[src/rtl/muldiv_sequencer.sv]
// ---------------------------------------------------------------------------
// muldiv_sequencer
//   Iterative RV32M multiply/divide engine. A single shared shift/add-subtract
//   datapath is sequenced by an IDLE -> ITER -> FIX -> DONE state machine.
//   Multiplies run radix-2 shift-add on a 2*XLEN accumulator, divides run
//   restoring shift-subtract. Operands are converted to magnitudes on
//   acceptance and the result sign is applied once in FIX.
//
// Ports
//   clk     in   1     rising-edge clock
//   reset   in   1     asynchronous active-high reset
//   start   in   1     request a new operation (accepted only in IDLE)
//   funct3  in   3     000 MUL,001 MULH,010 MULHSU,011 MULHU,
//                      100 DIV,101 DIVU,110 REM,111 REMU
//   op_a    in   XLEN  rs1 (multiplicand / dividend)
//   op_b    in   XLEN  rs2 (multiplier / divisor)
//   flush   in   1     abort the operation in flight
//   busy    out  1     state != IDLE (pipeline stall)
//   done    out  1     one-cycle pulse, result valid
//   result  out  XLEN  final value, held until the next accepted start
// ---------------------------------------------------------------------------
module muldiv_sequencer #(
  parameter int XLEN = 32
) (
  input  logic            clk,
  input  logic            reset,
  input  logic            start,
  input  logic [2:0]      funct3,
  input  logic [XLEN-1:0] op_a,
  input  logic [XLEN-1:0] op_b,
  input  logic            flush,
  output logic            busy,
  output logic            done,
  output logic [XLEN-1:0] result
);

  localparam int CNT_W = $clog2(XLEN);
  localparam logic [CNT_W-1:0] CNT_LAST = CNT_W'(XLEN - 1);

  typedef enum logic [1:0] {
    S_IDLE = 2'd0,
    S_ITER = 2'd1,
    S_FIX  = 2'd2,
    S_DONE = 2'd3
  } state_t;

  // Two's-complement negation helpers used for operand magnitudes and for
  // the final sign fix-up.
  function automatic logic [XLEN-1:0] f_neg(input logic [XLEN-1:0] v);
    return ~v + XLEN'(1);
  endfunction

  function automatic logic [2*XLEN-1:0] f_neg2(input logic [2*XLEN-1:0] v);
    return ~v + (2*XLEN)'(1);
  endfunction

  state_t              r_state;
  logic [2:0]          r_funct3;
  logic                r_sign_a;
  logic                r_sign_b;
  // Multiply: multiplicand. Divide: divisor.
  logic [XLEN-1:0]     r_opnd;
  // Multiply: {product_hi, multiplier shifting out}. Divide: low half holds
  // the dividend shifting out and the quotient shifting in.
  logic [2*XLEN-1:0]   r_acc;
  // Partial remainder; the extra bit keeps the shifted value before compare.
  logic [XLEN:0]       r_rem;
  logic [CNT_W-1:0]    r_count;
  logic [XLEN-1:0]     r_result;

  // ---- acceptance decode (combinational on the request inputs) ----
  logic            w_is_div;
  logic            w_signed_a;
  logic            w_signed_b;
  logic            w_sign_a;
  logic            w_sign_b;
  logic [XLEN-1:0] w_abs_a;
  logic [XLEN-1:0] w_abs_b;
  logic            w_div_zero;
  logic            w_div_ovf;
  logic [XLEN-1:0] w_fast_result;

  assign w_is_div   = funct3[2];
  // MULH, MULHSU, DIV, REM treat rs1 as signed; MULH, DIV, REM treat rs2 as signed.
  assign w_signed_a = (funct3 == 3'b001) | (funct3 == 3'b010) | (funct3[2] & ~funct3[0]);
  assign w_signed_b = (funct3 == 3'b001) | (funct3[2] & ~funct3[0]);
  assign w_sign_a   = w_signed_a & op_a[XLEN-1];
  assign w_sign_b   = w_signed_b & op_b[XLEN-1];
  assign w_abs_a    = w_sign_a ? f_neg(op_a) : op_a;
  assign w_abs_b    = w_sign_b ? f_neg(op_b) : op_b;

  assign w_div_zero = w_is_div & (op_b == '0);
  assign w_div_ovf  = funct3[2] & ~funct3[0]
                    & (op_a == {1'b1, {(XLEN-1){1'b0}}})
                    & (op_b == {XLEN{1'b1}});

  // Divide-by-zero and signed overflow bypass the iteration entirely.
  // funct3[1] distinguishes REM/REMU from DIV/DIVU. On overflow op_a is
  // exactly the most negative value, which is the DIV answer.
  always_comb begin
    w_fast_result = '0;
    if (w_div_zero) begin
      w_fast_result = funct3[1] ? op_a : {XLEN{1'b1}};
    end else if (w_div_ovf) begin
      w_fast_result = funct3[1] ? '0 : op_a;
    end
  end

  // ---- iteration step (one bit per cycle) ----
  logic [XLEN:0]     w_mul_sum;
  logic [2*XLEN-1:0] w_mul_next;
  logic [XLEN+1:0]   w_div_shift;
  logic [XLEN+1:0]   w_div_diff;
  logic              w_div_ge;

  // Shift-add: add the multiplicand into the high half when the current
  // multiplier bit is set, then shift the whole accumulator right by one.
  assign w_mul_sum  = {1'b0, r_acc[2*XLEN-1:XLEN]} + (r_acc[0] ? {1'b0, r_opnd} : '0);
  assign w_mul_next = {w_mul_sum, r_acc[XLEN-1:1]};

  // Restoring divide: bring the next dividend bit into the remainder and
  // keep the difference only when it did not borrow.
  assign w_div_shift = {r_rem, r_acc[XLEN-1]};
  assign w_div_diff  = w_div_shift - {2'b00, r_opnd};
  assign w_div_ge    = ~w_div_diff[XLEN+1];

  // ---- sign fix-up and word selection ----
  logic [2*XLEN-1:0] w_prod_fix;
  logic [XLEN-1:0]   w_quo_fix;
  logic [XLEN-1:0]   w_rem_fix;
  logic [XLEN-1:0]   w_fix_result;

  assign w_prod_fix = (r_sign_a ^ r_sign_b) ? f_neg2(r_acc) : r_acc;
  assign w_quo_fix  = (r_sign_a ^ r_sign_b) ? f_neg(r_acc[XLEN-1:0]) : r_acc[XLEN-1:0];
  // Remainder takes the sign of the dividend.
  assign w_rem_fix  = r_sign_a ? f_neg(r_rem[XLEN-1:0]) : r_rem[XLEN-1:0];

  always_comb begin
    w_fix_result = '0;
    case (r_funct3)
      3'b000:                 w_fix_result = w_prod_fix[XLEN-1:0];
      3'b001, 3'b010, 3'b011: w_fix_result = w_prod_fix[2*XLEN-1:XLEN];
      3'b100, 3'b101:         w_fix_result = w_quo_fix;
      default:                w_fix_result = w_rem_fix;
    endcase
  end

  // ---- sequencer ----
  always_ff @(posedge clk or posedge reset) begin
    if (reset) begin
      r_state  <= S_IDLE;
      r_funct3 <= '0;
      r_sign_a <= 1'b0;
      r_sign_b <= 1'b0;
      r_opnd   <= '0;
      r_acc    <= '0;
      r_rem    <= '0;
      r_count  <= '0;
      r_result <= '0;
    end else begin
      case (r_state)
        S_IDLE: begin
          // A simultaneous flush suppresses acceptance.
          if (start && !flush) begin
            r_funct3 <= funct3;
            r_sign_a <= w_sign_a;
            r_sign_b <= w_sign_b;
            r_count  <= '0;
            r_rem    <= '0;
            if (w_is_div) begin
              r_opnd <= w_abs_b;
              r_acc  <= {{XLEN{1'b0}}, w_abs_a};
            end else begin
              r_opnd <= w_abs_a;
              r_acc  <= {{XLEN{1'b0}}, w_abs_b};
            end
            if (w_div_zero || w_div_ovf) begin
              r_result <= w_fast_result;
              r_state  <= S_DONE;
            end else begin
              r_state  <= S_ITER;
            end
          end
        end

        S_ITER: begin
          if (flush) begin
            r_state <= S_IDLE;
          end else begin
            if (r_funct3[2]) begin
              r_rem <= w_div_ge ? w_div_diff[XLEN:0] : w_div_shift[XLEN:0];
              r_acc <= {r_acc[2*XLEN-1:XLEN], r_acc[XLEN-2:0], w_div_ge};
            end else begin
              r_acc <= w_mul_next;
            end
            // Counter stops at the last step instead of wrapping.
            if (r_count == CNT_LAST) begin
              r_state <= S_FIX;
            end else begin
              r_count <= r_count + CNT_W'(1);
            end
          end
        end

        S_FIX: begin
          if (flush) begin
            r_state <= S_IDLE;
          end else begin
            r_result <= w_fix_result;
            r_state  <= S_DONE;
          end
        end

        default: begin
          // DONE: the pulse is already committed, flush or not.
          r_state <= S_IDLE;
        end
      endcase
    end
  end

  assign busy   = (r_state != S_IDLE);
  assign done   = (r_state == S_DONE);
  assign result = r_result;

endmodule

[config.mk]
export PLATFORM = sky130hd
export DESIGN_NAME = muldiv_sequencer
export DESIGN_NICKNAME = d
export VERILOG_FILES = /design/src/rtl/muldiv_sequencer.sv
export SDC_FILE = /design/constraint.sdc
export NUM_CORES = 1
export LEC_CHECK = 0
export ABC_AREA = 1
export CORE_UTILIZATION = 49
export DETAILED_ROUTE_END_ITERATION = 12
export PLACE_DENSITY = 0.67
export SLEW_MARGIN = 5
export SYNTH_ARGS = -nofsm -noshare
export SYNTH_HDL_FRONTEND = slang
export SYNTH_SLANG_ARGS = --single-unit
[constraint.sdc]
create_clock -name clk -period 13.8 [get_ports clk]
set_input_delay 2.76 -clock clk [delete_from_list [all_inputs] [get_ports clk]]
set_output_delay 2.76 -clock clk [all_outputs]
set_load 0.05 [all_outputs]
### Word-level counts from Yosys, hierarchy flattened

Cells that the tools add are included.

* word-level logic and storage cells: 110
* flip-flop bits (word level): 173

* equality and inequality tests: 21
* mux-type cells: 36
* reduce and logical (&&, ||, !) cells: 18
* $add $sub $neg: 8
* bitwise gates (word level): 17

Operators by type and width (count)
* $mux 32: 14
* $mux 64: 4
* $mux 33: 4
* $add 32x1->32 const B: 4
* $not 32->32: 4
* $pmux 64 s2: 1
* $pmux 32 s3: 1
* $pmux 33 s2: 1
* $add 64x1->64 const B: 1
* $eq 32x32->1 const B: 2
* $not 64->64: 1
* $pmux 32 s2: 1
* $sub 34x32->34: 1
* $add 32x32->33: 1
* $logic_not 32->1: 1
* $reduce_and 4->1: 4
* $mux 5: 3
* $ne 2x2->1 const B: 7
* $mux 2: 5
* $pmux 5 s2: 1
* $eq 3x2->1 const B: 3
* $and 1x1->1: 6
* $eq 3x1->1 const B: 2
* $eq 3x3->1 const B: 2
* other kinds (19): 26

### Depth between registers and ports, before layout

Gate-level depths: netlist of the first run.

* depth after elaboration: 9
* depth in mapped cells: 20
* gate-level depth less buffers: 19

### Worst setup path after synthesis of the first run

No wires, ideal clock.

* path kind: input port to flip-flop
* from: input port op_b[0]
* to: register r_result[19], in the netlist result[19]
* arrival time: 4.144 ns
* cell stages on the path: 12
* buffers on the path: 1
* required time: 13.678 ns
* library setup time: 0.122 ns
* setup slack: 9.534 ns
* path through: inv_1 > ha_1 > nand3_1 > nor2_2 > nand2_2 > nor2_1 > nand2_2 > nand3_2 > nand2_4 > buf_4 > a21oi_1 > a21oi_1

* cells in the longest elaborated chain, start to end: 7
* elaborated cells between the ends (all ways): 12
* classes of those cells: eq/ne: 2; mux: 5; bitwise: 2; reduce/logical: 3

Ends and longest elaborated chain
* from (decl): RTL line 30 `input logic [XLEN-1:0] op_b,`
* $eq 32x32->1: RTL line 95 `& (op_b == {XLEN{1'b1}});`
* $and 1x1->1: RTL line 95
* $mux 32: RTL line 104 `end else if (w_div_ovf) begin`
* $mux 32: RTL line 102 `if (w_div_zero) begin`
* $mux 32: RTL line 177 `if (w_div_zero || w_div_ovf) begin`
* $mux 32: RTL line 164 `if (start && !flush) begin`
* $pmux 32 s2: RTL line 161 `case (r_state)`
* to (signal assigned): RTL line 178 `r_result <= w_fast_result;`
* to (signal assigned): RTL line 209 `r_result <= w_fix_result;`
* to (decl): RTL line 69 `logic [XLEN-1:0] r_result;`

Several ways; a longest one is shown, not always the timed one. The select of a mux whose other input is x is not followed.
A chain may end at the register's enable or synchronous reset.

### Final worst setup path of the first run

* from: input port funct3[1]
* to: register r_acc[14]

* cells in the longest elaborated chain, start to end: 8
* elaborated cells between the ends (all ways): 12
* classes of those cells: eq/ne: 2; mux: 5; bitwise: 5

Ends and longest elaborated chain
* from (decl): RTL line 28 `input logic [2:0] funct3,`
* $eq 3x1->1 / $eq 3x2->1 (equally long branches): RTL line 85, 86
* $or 1x1->1 (2 in a row): RTL line 85 `assign w_signed_a = (funct3 == 3'b001) | (funct3 == 3'b010) | (funct3[2] & ~funct3[0]);`
* $and 1x1->1: RTL line 87 `assign w_sign_a = w_signed_a & op_a[XLEN-1];`
* $mux 32: RTL line 89 `assign w_abs_a = w_sign_a ? f_neg(op_a) : op_a;`
* $mux 32 (*): RTL line 170 `if (w_is_div) begin`
* $mux 64 (*): RTL line 164
* $pmux 64 s2 (*): RTL line 161
* to (signal assigned): RTL line 172 `r_acc <= {{XLEN{1'b0}}, w_abs_a};`
* to (signal assigned): RTL line 175 `r_acc <= {{XLEN{1'b0}}, w_abs_b};`
* to (signal assigned): RTL line 192 `r_acc <= {r_acc[2*XLEN-1:XLEN], r_acc[XLEN-2:0], w_div_ge};`
* to (decl): RTL line 65 `logic [2*XLEN-1:0] r_acc;`

Every way passes the cells marked *; elsewhere a longest branch is shown, timed or not. The select of a mux whose other input is x is not followed.

==> results.toml, run 1 <==
[critical_path]
critPathMostFrequentCell = "nand2_1"
setup.worst_path.class = "input port to register"
end_kind = "register"
timing.rr.start = "r_acc[0]$_DFFE_PP0P_"
r2r_end = "r_acc[46]$_DFFE_PP0P_"
crit_fanout = 37
worstPathRequired_ps = 14240
crit_arrival_ps = 6500
rrSetupSlack_ps = 9660
path_cells = "clkdlybuf4s50_1 -> inv_2 -> nand3_1 -> nand2_1 -> nand2_1 -> inv_2 -> o21ai_0 -> nand2_1 -> nand2_1 -> nand2_1 -> a22oi_1"
crit_buf_inv = 3
start_kind = "input port"
crit_path_top_delay_cell = "clkdlybuf4s50_1"
critical_path.max_stage_delay_ps = 1290
cp_top_family = "buffers and inverters"
ff2ff_path_depth = 12

[grt]
grt_pass1_wl_mm = 128.3
track_usage_pct = 44.50
grt_max_degree = 74
antenna_found_initial = 4
overflow = 0
grt_pass1_vias = 21125

[sta]
grt_setup_unrepaired = "false"
holdWs_ps = 472.0
fin_crit_ps = 6061
tightest_slew_ps = 1237
fin_skew_ps = 22.83
fin_setup_tns_ps = 0
final_max_slew_viol_count = 0
final_hold_viol_count = 0
fmax_mhz = 165.0
slew_headroom_pct = 17.27
fin_crit_sh_pct = 43.92
setup_violations = 0

[power]
pwr-share-comb_pct = 66.1
ir_worst_vdd_v = 0.0002120
p_per_area_nw_per_um2 = 219.7
p_clk_share_pct = 11.2
power.leakage_uw = 0.01053
cell_internal_pwr_uw = 1821
swShare_pct = 59.85
p_seq_share_pct = 22.7
switchingPower_uw = 2715
fin_total_pwr_uw = 4536

[placed_design]
port_buffers = 104
place_inst = 3665
post-dp-hpwl_mm = 67.97
gp_congestion = 1.067

[floorplan]
core_sq_um = 37760
rows = 71
dieHeight_um = 198.0
die_area_sq_um = 39190
ios = 105
die_x_um = 198.0
initial_core_util_pct = 49.84

[synthesis]
synthCells = 3135
yosys_warnings = 0
synth_cell_types = 55
ys_seq_area_share_pct = 23.01
synth_top_area_share_pct = 23.01
synth.area.top_cells = "dfrtp_1 (23%), nand2_1 (18%), nand3_1 (9.7%)"
synth_top_area_cell = "dfrtp_1"
syn_area_per_cell_sq_um = 6.003
synth_nets = 3279
yosys_register_bits = 173
syn_area_sq_um = 18820

[min_path]
holdPathStages = 1
min_from = "r_count[3]$_DFFE_PP0P_"
min_path_type = "register to register"
whs_endpoint = "r_count[3]$_DFFE_PP0P_"

[routing]
viasPerCell = 6.117
drt_pass1_iterations = 6
drc = 0
drt-initial-drc-count = 2729
avgRoutedWirePerCell_um = 23.06
route.final.wire_length_mm = 85.31
vias = 22632
postRouteAntennaNets = 0

[cts]
clk_latency_ps = 520
cts_root_buffer = "clkbuf_16"
clock-sinks = 173
post_cts_buffers = 0
holdBufCountCts = 0
htree_num_levels = 4
clk_path_buf_depth = 2
clkSlewWorstSetupHoldPaths_ps = 90
post_cts_resized = 0
numCtsBuffers = 17
cts_tree = "done"

[layout]
final_nets = 3317
area_growth_syn_to_layout_pct = 9.721
drive_above_1_share_pct = 5.179
utilization_pct = 54.69
fin_cells = 3700
fillers = 3927

[flow_run]
cap_violations = 0

[outcome]
status = "completed"
==> state kept, by name (all words and copies together) (netlist names) <==
signal	flops
r_acc	64
r_count	5
r_funct3	3
r_opnd	32
r_rem	33
r_sign_a	1
r_sign_b	1
r_state	2
result	32
==> kinds of logic (layout without fill, tap and decap cells) <==
logic type,Yosys count,count (layout),synth area share (%)
AOI/OAI and AO/OA,541,541,17.09
xor gates and xnor gates,54,54,2.513
adders and majority gates,73,73,4.934
buffers and inverters,491,542,10.76
DFF,173,173,23.01
other,0,3,0
and+or+nand+nor,1803,1803,41.69
==> final cells by class <==
class | count | area [sq um] | area share (%)
multi-input cells | 2471 | 12470 | 60.40
flip-flops and latches | 173 | 4329 | 20.97
inverters | 390 | 1474 | 7.139
repair buffers | 120 | 1161 | 5.624
well taps | 511 | 639.4 | 3.097
clock buffers | 17 | 425.4 | 2.060
clock inverters | 15 | 140.1 | 0.6787
diodes | 3 | 7.507 | 0.03636
==> cell usage after synthesis, drive strengths merged <==
cell and number:
buf 68, xor2 34, dfrtp 173, or2 6, a21oi 214, inv 389, nor4 6, nor2 387
a211oi 1, a21boi 4, nand4 44, o31ai 2, ha 71, a221oi 31, a211o 1, a22oi 17
and2 1, nand3 373, nand3b 22, and3 2, a21o 14, o22ai 20, o21bai 11, o21a 2
xnor2 20, o221ai 17, o211ai 33, clkbuf 33, nand2 936, o21ai 168, nor3 26, clkinv 1
fa 2, a31oi 6
==> how the worst max path moves through the flow <==
stage	cells after the start	endpoint	slack, ps	startpoint
6_report	11	r_acc[14]$_DFFE_PP0P_	7740	funct3[1]
5_1_grt	11	r_acc[14]$_DFFE_PP0P_	7650	funct3[1]
4_1_cts	11	r_acc[14]$_DFFE_PP0P_	7950	funct3[1]
3_5_place_dp	11	r_acc[14]$_DFFE_PP0P_	7430	funct3[1]
3_3_place_gp	11	r_acc[14]$_DFFE_PP0P_	7480	funct3[1]
2_1_floorplan	1	r_acc[0]$_DFFE_PP0P_	6350	reset
==> power by group through the flow <==
stage	Clock, uW	Sequential, uW	Combinational (uW)
global route	523	1030	3250
floorplan	0	1010	1900
global placement	0	1000	2870
finish	506	1030	3000
CTS	504	996	2910
detailed placement	0	1000	2900
==> metrics by stage <==
stage / instance area [sq um] / setup slack, ps
6_report: 20650 / 7739
5_1_grt: 20640 / 7653
4_1_cts: 20640 / 7950
3_5_place_dp: 20070 / 7434
3_3_place_gp: 20070 / 7483
2_1_floorplan: 18820 / 6352
==> routing by layer <==
metal | track usage (%) | part of all wire, % | wire length, um | vias to the layer above
li1 | - | - | - | 10431
met1 | 56.79 | 39 | 33500 | 10482
met2 | 65.23 | 41 | 35210 | 1412
met3 | 12.49 | 12 | 10100 | 301
met4 | 29.83 | 7.6 | 6459 | 6
met5 | 0 | 0.045 | 38 | -
==> placed cells by master (no fill, tap or decap), types with 15 or more instances in the layout <==
cell type,synthesis,routed
buf_4,12,16
xnor2_1,20,20
nand4_1,43,43
o21ai_1,20,19
nand3b_1,21,21
a21oi_1,199,198
inv_1,369,368
nor2_2,23,23
o21ai_0,145,145
inv_2,20,20
ha_1,71,71
o221ai_1,17,17
o211ai_1,33,33
nand3_1,366,366
a22oi_1,17,17
dfrtp_1,173,173
clkbuf_16,0,17
o22ai_1,20,20
nor2_1,353,353
xor2_1,34,34
nand2_1,913,913
nor3_1,23,23
a21oi_2,14,15
clkdlybuf4s50_1,0,104
a221oi_1,31,31
Note: power is estimated with default switching activity, not from simulation.
==> run 2: changes to the inputs <==
PLACE_DENSITY = 0.7   (was 0.67)
clock period = 4.89 ns   (was 13.8 ns; I/O delays follow)
==> run 2 against run 1 <==
Net effect:
- power grew to 2.9 times the previous value
- clock skew is 5.9 ps lower
- routed wire length is 0.25% lower
- non-clock buffer count is 5 higher
- sequential share of layout area is 0.10 points lower
- register-to-register slack worse by 8200 ps
- die area stayed put
- worst setup slack worse by 6300 ps
- clock-buffer cell count stayed put
==> results.toml, run 2 (synthesis results as in run 1) <==
[power]
pwr-share-comb_pct = 66.3
fin_total_pwr_uw = 12970
power.leakage_uw = 0.01058
swShare_pct = 60.21
p_clk_share_pct = 11.1
switchingPower_uw = 7808
p_per_area_nw_per_um2 = 624.9
ir_worst_vdd_v = 0.0004393
p_seq_share_pct = 22.6
cell_internal_pwr_uw = 5159

[layout]
final_common_cell = "nand2_1"
reg_top3 = "r_acc (64), r_rem (33)"
layout_common_cells = "nand2_1 (913), inv_1 (368), nand3_1 (366), nor2_1 (353), a21oi_1 (198)"
top_register = "r_acc"
area_growth_syn_to_layout_pct = 10.26
drive_above_1_share_pct = 5.327
largest_reg_flops = 64
final_nets = 3322
final_area_sq_um = 20750
fin_cells = 3703

[critical_path]
start_kind = "input port"
rrSetupSlack_ps = 1440
cp-startpoint = "funct3[2]"
worstPathRequired_ps = 5280
crit_buf_inv = 2
setup.worst_path.class = "input port to register"
path_cells = "clkdlybuf4s50_1 -> nand2_1 -> nand2_1 -> nand2_1 -> inv_2 -> o31ai_1 -> xor2_1 -> o21ai_0 -> nand2_1 -> a22oi_1"
end_kind = "register"
timing.rr.start = "r_sign_a$_DFFE_PP0P_"
crit_arrival_ps = 3880
cp_top_family = "buffers and inverters"
ff2ff_path_depth = 12
crit_path_top_delay_cell = "clkdlybuf4s50_1"
critPathMostFrequentCell = "nand2_1"
critical_path.max_stage_delay_ps = 890
r2r_end = "result[7]$_DFFE_PP0P_"
crit_fanout = 37

[sta]
slew_headroom_pct = 10.13
fin_skew_ps = 16.89
fmax_mhz = 287.0
tightest_slew_ps = 1347
fin_crit_ps = 3484
fin_crit_sh_pct = 71.24
final_max_slew_viol_count = 0
setup_violations = 0
grt_setup_unrepaired = "false"
setup_ws_ps = 1406
final_hold_viol_count = 0
fin_setup_tns_ps = 0

[cts]
post_cts_resized = 0
cts_root_buffer = "clkbuf_16"
cts_tree = "done"
clk_latency_ps = 490
clkSlewWorstSetupHoldPaths_ps = 90
clock-sinks = 173
post_cts_buffers = 0
numCtsBuffers = 17
holdBufCountCts = 0
clk_path_buf_depth = 2
htree_num_levels = 4

[min_path]
whs_endpoint = "r_count[3]$_DFFE_PP0P_"
min_path_type = "register to register"
holdPathStages = 1
min_from = "r_count[3]$_DFFE_PP0P_"

[placed_design]
place_inst = 3670
preCtsSetupSlack_ps = 966.6
port_buffers = 104
post-dp-hpwl_mm = 69.10
gp_congestion = 1.081
placed_cell_area_sq_um = 20150

[grt]
overflow = 0
grt_pass1_wl_mm = 126.8
track_usage_pct = 43.73
antenna_found_initial = 4
grt_pass1_vias = 20973
grt_max_degree = 51

[routing]
vias = 22685
drt-initial-drc-count = 3087
drc = 0
drt_pass1_iterations = 7
viasPerCell = 6.126
avgRoutedWirePerCell_um = 22.98
postRouteAntennaNets = 0
route.final.wire_length_mm = 85.10

[outcome]
status = "completed"

[floorplan]
core_sq_um = 37760
die_x_um = 198.0
initial_core_util_pct = 49.84
ios = 105
die_area_sq_um = 39190
dieHeight_um = 198.0
rows = 71

[flow_run]
cap_violations = 0
==> run 2: cell count changes in the layout (fill, tap and decap cells not counted) <==
cell	previous run	this run
clkinv_8	0	4
clkinv_4	2	3
clkinvlp_4	3	2
buf_4	16	18
diode_2	3	1
inv_6	7	3
buf_12	0	3
==> run 2: final cells by class <==
class,instances,area [sq um]
fill,3888,17010
sequential,173,4329
clock buffer,17,425.4
timing repair buffer,125,1236
multi-input combinational,2471,12470
clock inverter,15,172.7
inverter,390,1473
antenna,1,2.502
tap,511,639.4
==> run 2: how the worst max path moves through the flow <==
stage               cells after the start                     to
finish                                 10   r_acc[5]$_DFFE_PP0P_
global route                           10   r_acc[5]$_DFFE_PP0P_
CTS                                    13  result[8]$_DFFE_PP0P_
detailed placement                     13  result[8]$_DFFE_PP0P_
global placement                       13  result[6]$_DFFE_PP0P_
floorplan                               1   r_acc[0]$_DFFE_PP0P_
==> run 2: worst register-to-register path: stages, from the launching register on <==
cell and delay, ps:
dfrtp_1 330, buf_4 390, inv_2 240, nand2_1 110
nand2_1 50, buf_4 220, inv_2 600, buf_4 340
o21ai_0 150, o21ai_0 410, nand3_1 260, nand2_1 150
a21oi_2 70
==> run 2: power groups by stage <==
stage / clock (uW) / combinational (uW) / sequential (uW)
3_3_place_gp: 0 / 8230 / 2870
3_5_place_dp: 0 / 8330 / 2860
4_1_cts: 1430 / 8350 / 2840
6_report: 1440 / 8600 / 2930
2_1_floorplan: 0 / 5370 / 2850
5_1_grt: 1480 / 9270 / 2920
==> run 2: layer usage <==
layer	routed length (um)	share of wire, %	GRT usage (%)	up-vias
met3	10100	12	9.913	282
met2	35220	41	64.67	1480
met1	34050	40	57.79	10495
met4	5681	6.7	26.64	6
met5	40	0.047	0	-
li1	-	-	-	10422
==> run 2: metrics by stage <==
step | util [%] | hold WS [ps]
after global routing | 54.95 | 487.6
after CTS | 54.95 | 472.8
final | 54.96 | 482.8
after global placement | 53.37 | 450.8
after floorplan | - | 433.7
after detailed placement | 53.37 | 459.3
